## config.mk

```make
export PLATFORM = sky130hd
export DESIGN_NAME = dram_arb
export DESIGN_NICKNAME = d
export VERILOG_FILES = /design/src/rtl/dram_arb_pkg.sv /design/src/rtl/dram_arb.sv
export SDC_FILE = /design/constraint.sdc
export NUM_CORES = 1
export LEC_CHECK = 0
export ABC_CLOCK_PERIOD_IN_PS = 1600
export CORE_MARGIN = 2
export CORE_UTILIZATION = 24
export CTS_CLUSTER_SIZE = 28
export DETAILED_ROUTE_END_ITERATION = 12
export PLACE_DENSITY_LB_ADDON = 0.3
export SYNTH_ARGS = -nofsm -noshare
export SYNTH_HDL_FRONTEND = slang
export SYNTH_SLANG_ARGS = --single-unit
export TNS_END_PERCENT = 20
```

## constraint.sdc

```tcl
create_clock -name clk -period 1.6 [get_ports clk]
set_input_delay 0.48 -clock clk [delete_from_list [all_inputs] [get_ports clk]]
set_output_delay 0.48 -clock clk [all_outputs]
set_load 0.05 [all_outputs]
```

## src/rtl/dram_arb_pkg.sv

```systemverilog
// dram_arb_pkg: shared data/address widths and requester ids for the DRAM arbiter.
// The width defines are guarded so any other file of the slice may also provide them.
`ifndef DRAM_ARB_DEFINES
`define DRAM_ARB_DEFINES
`define WIDTH 32
`define ADDR_WIDTH 12
`endif

package dram_arb_pkg;

  // Requester index: CPU is 0, DMA is 1.
  typedef enum logic {
    CPU = 1'b0,
    DMA = 1'b1
  } req_id_e;

endpackage

```

## src/rtl/dram_arb.sv

```systemverilog
// dram_arb: two-requester (CPU, DMA) arbiter for a single-port data memory.
// Grants are combinational; read responses return one cycle after the grant.
// Build option: define DRAM_ARB_RR_EN for round-robin contention resolution;
// otherwise fixed CPU priority with a DMA starvation guard of STARVE_LIMIT cycles.
module dram_arb
  import dram_arb_pkg::*;
#(
  parameter int STARVE_LIMIT = 4
) (
  input  logic                   clk,
  input  logic                   rst_n,
  input  logic                   c_req_i,
  input  logic                   c_we_i,
  input  logic [`ADDR_WIDTH-1:0] c_addr_i,
  input  logic [`WIDTH-1:0]      c_wdata_i,
  output logic                   c_gnt_o,
  output logic                   c_rvalid_o,
  output logic [`WIDTH-1:0]      c_rdata_o,
  input  logic                   d_req_i,
  input  logic                   d_we_i,
  input  logic [`ADDR_WIDTH-1:0] d_addr_i,
  input  logic [`WIDTH-1:0]      d_wdata_i,
  output logic                   d_gnt_o,
  output logic                   d_rvalid_o,
  output logic [`WIDTH-1:0]      d_rdata_o,
  output logic                   mem_we_o,
  output logic [`ADDR_WIDTH-1:0] mem_addr_o,
  output logic [`WIDTH-1:0]      mem_wdata_o,
  input  logic [`WIDTH-1:0]      mem_rdata_i
);

  logic    c_win;
  logic    d_win;
  logic    rsp_vld_p1;
  req_id_e rsp_id_p1;

`ifdef DRAM_ARB_RR_EN
  req_id_e rr_ptr;
`else
  localparam int CNT_W = (STARVE_LIMIT > 0) ? $clog2(STARVE_LIMIT + 1) : 1;
  logic [CNT_W-1:0] starve_cnt;
`endif

  // Pick the winner: a lone requester always wins, contention goes to the mode's rule.
  always_comb begin
    c_win = 1'b0;
    d_win = 1'b0;
    if (c_req_i && d_req_i) begin
`ifdef DRAM_ARB_RR_EN
      d_win = (rr_ptr == DMA);
`else
      d_win = (starve_cnt == CNT_W'(STARVE_LIMIT));
`endif
      c_win = !d_win;
    end else begin
      c_win = c_req_i;
      d_win = d_req_i;
    end
  end

  // Grants are forced low while reset is held, independent of the request inputs.
  assign c_gnt_o = c_win & rst_n;
  assign d_gnt_o = d_win & rst_n;

  // Steer the granted port's payload onto the memory port; idle drives zeros.
  always_comb begin
    mem_we_o    = 1'b0;
    mem_addr_o  = '0;
    mem_wdata_o = '0;
    if (c_gnt_o) begin
      mem_we_o    = c_we_i;
      mem_addr_o  = c_addr_i;
      mem_wdata_o = c_wdata_i;
    end else if (d_gnt_o) begin
      mem_we_o    = d_we_i;
      mem_addr_o  = d_addr_i;
      mem_wdata_o = d_wdata_i;
    end
  end

  // ---- stage p1: response tag for the read granted in the previous cycle ----
  // Tag a granted read with its requester so the memory's next-cycle data is routed back.
  always_ff @(posedge clk or negedge rst_n) begin
    if (!rst_n) begin
      rsp_vld_p1 <= 1'b0;
      rsp_id_p1  <= CPU;
    end else begin
      rsp_vld_p1 <= (c_gnt_o & ~c_we_i) | (d_gnt_o & ~d_we_i);
      rsp_id_p1  <= d_gnt_o ? DMA : CPU;
    end
  end

`ifdef DRAM_ARB_RR_EN
  // Round-robin pointer names the requester that wins the next tie: the one not granted last.
  always_ff @(posedge clk or negedge rst_n) begin
    if (!rst_n) begin
      rr_ptr <= CPU;
    end else if (c_gnt_o) begin
      rr_ptr <= DMA;
    end else if (d_gnt_o) begin
      rr_ptr <= CPU;
    end
  end
`else
  // Count consecutive denied DMA cycles, saturating; any DMA grant or idle DMA clears it.
  always_ff @(posedge clk or negedge rst_n) begin
    if (!rst_n) begin
      starve_cnt <= '0;
    end else if (!d_req_i || d_gnt_o) begin
      starve_cnt <= '0;
    end else if (starve_cnt != CNT_W'(STARVE_LIMIT)) begin
      starve_cnt <= starve_cnt + 1'b1;
    end
  end
`endif

  assign c_rvalid_o = rsp_vld_p1 && (rsp_id_p1 == CPU);
  assign d_rvalid_o = rsp_vld_p1 && (rsp_id_p1 == DMA);
  assign c_rdata_o  = mem_rdata_i;
  assign d_rdata_o  = mem_rdata_i;

endmodule

```

==> run summary <==
Ant diodes = 0
Cell Rows = 32
Cts bufs inserted = 3
Worst Setup Start Kind = flip-flop
Fin. Hold Viols = 0
RSZ-0062 raised after global routing = true
Worst-path clk slew = 0.04 ns
Area share of the largest cell type after synthesis = 26.0%
CP Data Arrival Time = 1.63 ns
Placed cell area = 0.00336 mm2
Final net count = 477
Sequential area share after synthesis = 6.46%
Vias in the first global route = 2383
Cell with the most instances after synthesis = nand3_1
Layout area overhead = 102%
Standby leakage power = 1.38 nW
Pwr Total = 1.64 mW
Distinct cell type count after synthesis = 23
CTS tree = done
Syn Std Cell Area = 0.00194 mm2
Placed wire-length estimate = 5010 um
Reg2reg setup slack = 0.19 ns
Reg2reg path depth = 6
Clock Latency Late Sink = 0.23 ns
Max-cap viol count = 0
CP max FO = 6
Setup Viol. Count Final = 47
IO buf count = 142
TritonCTS Sinks = 5
Flops & latches, synth = 5
Total GRT Usage = 16.8%
Die height = 93.9 um
GPL Wtd Cong = 0.699
Drt first-iter violations = 46
CP Data Required Time = 1.12 ns
Worst setup margin = -0.511 ns
Post-synth EDFFs = 0
Synth area leader = buf_4
Slew Limit Headroom = 78.8%
Worst min path class = input port to async pin
Vias per Instance = 4.92
First-pass iteration count of the detailed router = 4
# DRC = 0
Final ANT Viol Nets = 0
Setup CP Type = flip-flop to output port
Max Slew Vio Count = 0
Peak supply drop = 0.000205 V
GRT Residual Overflow = 0
DP Worst Slack = -0.388 ns
Status = finished, violations left
CTS H-tree depth = 1
Largest net degree at the start of global routing = 38
Cell Pwr Density = 420 mW/mm2
Antenna violations before repair = 0
Post-layout min period = 2.11 ns
WHS = 0.282 ns
Syn avg cell area = 7.40 um2
Synth top cells by count = nand3_1 (90), buf_4 (67), o22ai_2 (30), buf_2 (16), o22ai_1 (16)
Finished Cell Area = 0.00392 mm2
WL/cell = 16.7 um
Worst-Margin Slew = 0.318 ns
Ys async rst share = 100%
Prevailing post-synth register cell = dfrtp_1
FF-to-FF End = starve_cnt[0]
Synth warn = 0
Area contributors post-synth = buf_4 (26%), nand3_1 (23%), o22ai_2 (19%)
Tcrit/Tclk final = 132%
First-pass GRT wire length = 12000 um
CORE AREA = 0.00777 mm2
Initial core utilization = 25.0%
Die W = 93.9 um
Clock Tree Root = clkbuf_8
Synth Instances = 262
Clock skew = 0.00265 ns
Violated checks = setup timing
Layout cells sized above 1 = 41.1%
CTS Hold Bufs = 0
Syn nets = 390
Full die area = 0.00881 mm2
Vias = 2214
IO Pins = 239
Fmax achieved = 474 MHz
Reg2reg start = starve_cnt[0]
CP Capture Type = output port
CTS Buffer Depth = 2
Aggregate routed wire length = 7540 um
## cell type report
type / count / area [um2]
clock buffers: 4 / 45.0
fillers: 717 / 3850
inverters: 2 / 7.51
multi-input cells: 159 / 1560
flip-flops and latches: 5 / 125
well taps: 102 / 128
repair buffers: 178 / 2050
## critical path, cell delays in order, from the launching register on
cell     delay, ns
dfrtp_1       0.38
inv_2         0.08
ha_4          0.16
and3_4        0.25
buf_6         0.15
buf_16        0.15
o22ai_4       0.07
buf_6         0.15
## worst max path at each step
stage                              from              to  slack, ns  cells past startpoint
after floorplan           starve_cnt[0]  mem_addr_o[10]      -0.29                      6
after global placement     c_wdata_i[9]  mem_wdata_o[9]      -0.37                      4
after detailed placement        c_req_i  mem_wdata_o[6]      -0.39                      5
after CTS                 starve_cnt[0]   mem_addr_o[3]      -0.50                      7
after global routing      starve_cnt[0]  mem_wdata_o[6]      -0.55                      7
final                     starve_cnt[0]  mem_wdata_o[6]      -0.51                      7
## registers in the layout, indices dropped and copies added, names as in the netlist
| name | flops |
|---|---|
| rsp_vld_p1 | 1 |
| rsp_id_p1 | 1 |
| starve_cnt | 3 |
## per-stage QoR
stage               cells  util (%)  TNS, ns
global placement      428      43.3   -16.09
detailed placement    428      43.3   -17.00
floorplan             262         -   -12.76
global route          450      50.5   -24.39
finish                450      50.5   -22.47
CTS                   449      50.2   -22.25
## power by group
part | switching, mW | total (mW) | internal, mW
clock network | 0.0753 | 0.248 | 0.172
logic | 0.628 | 1.26 | 0.629
registers | 0.00495 | 0.140 | 0.135
## layer usage
metal,global-route usage [%],wire [um]
met1,19.1,2870
met4,4.59,125
met5,0,0
met3,3.53,512
met2,31.4,4030
## cell families after synthesis
group           share of synthesized area [%]
compound gates                           26.9
simple gates                             28.2
buf+inv                                  37.1
flops                                    6.46
fa+ha+maj                                1.29
## what timing repair did
item,4_1_cts,5_1_grt
setup buffers,11,1
setup endpoints to repair,47,47
pin swaps,10,1
cloned,7,1
resized for setup,60,2
## layout by cell type (no fill, tap or decap), drive strengths merged
master / count
a21boi: 1
o22ai: 46
o32ai: 2
inv: 2
and2: 2
bufbuf: 1
nand2b: 1
nand4: 2
clkbuf: 5
o211a: 1
nand2: 3
dfrtp: 5
nand3: 90
nor2: 2
buf: 86
ha: 2
nor2b: 2
and3: 1
nand3b: 3
o21a: 1
clkdlybuf4s50: 90
(Power assumes the default switching activity.)
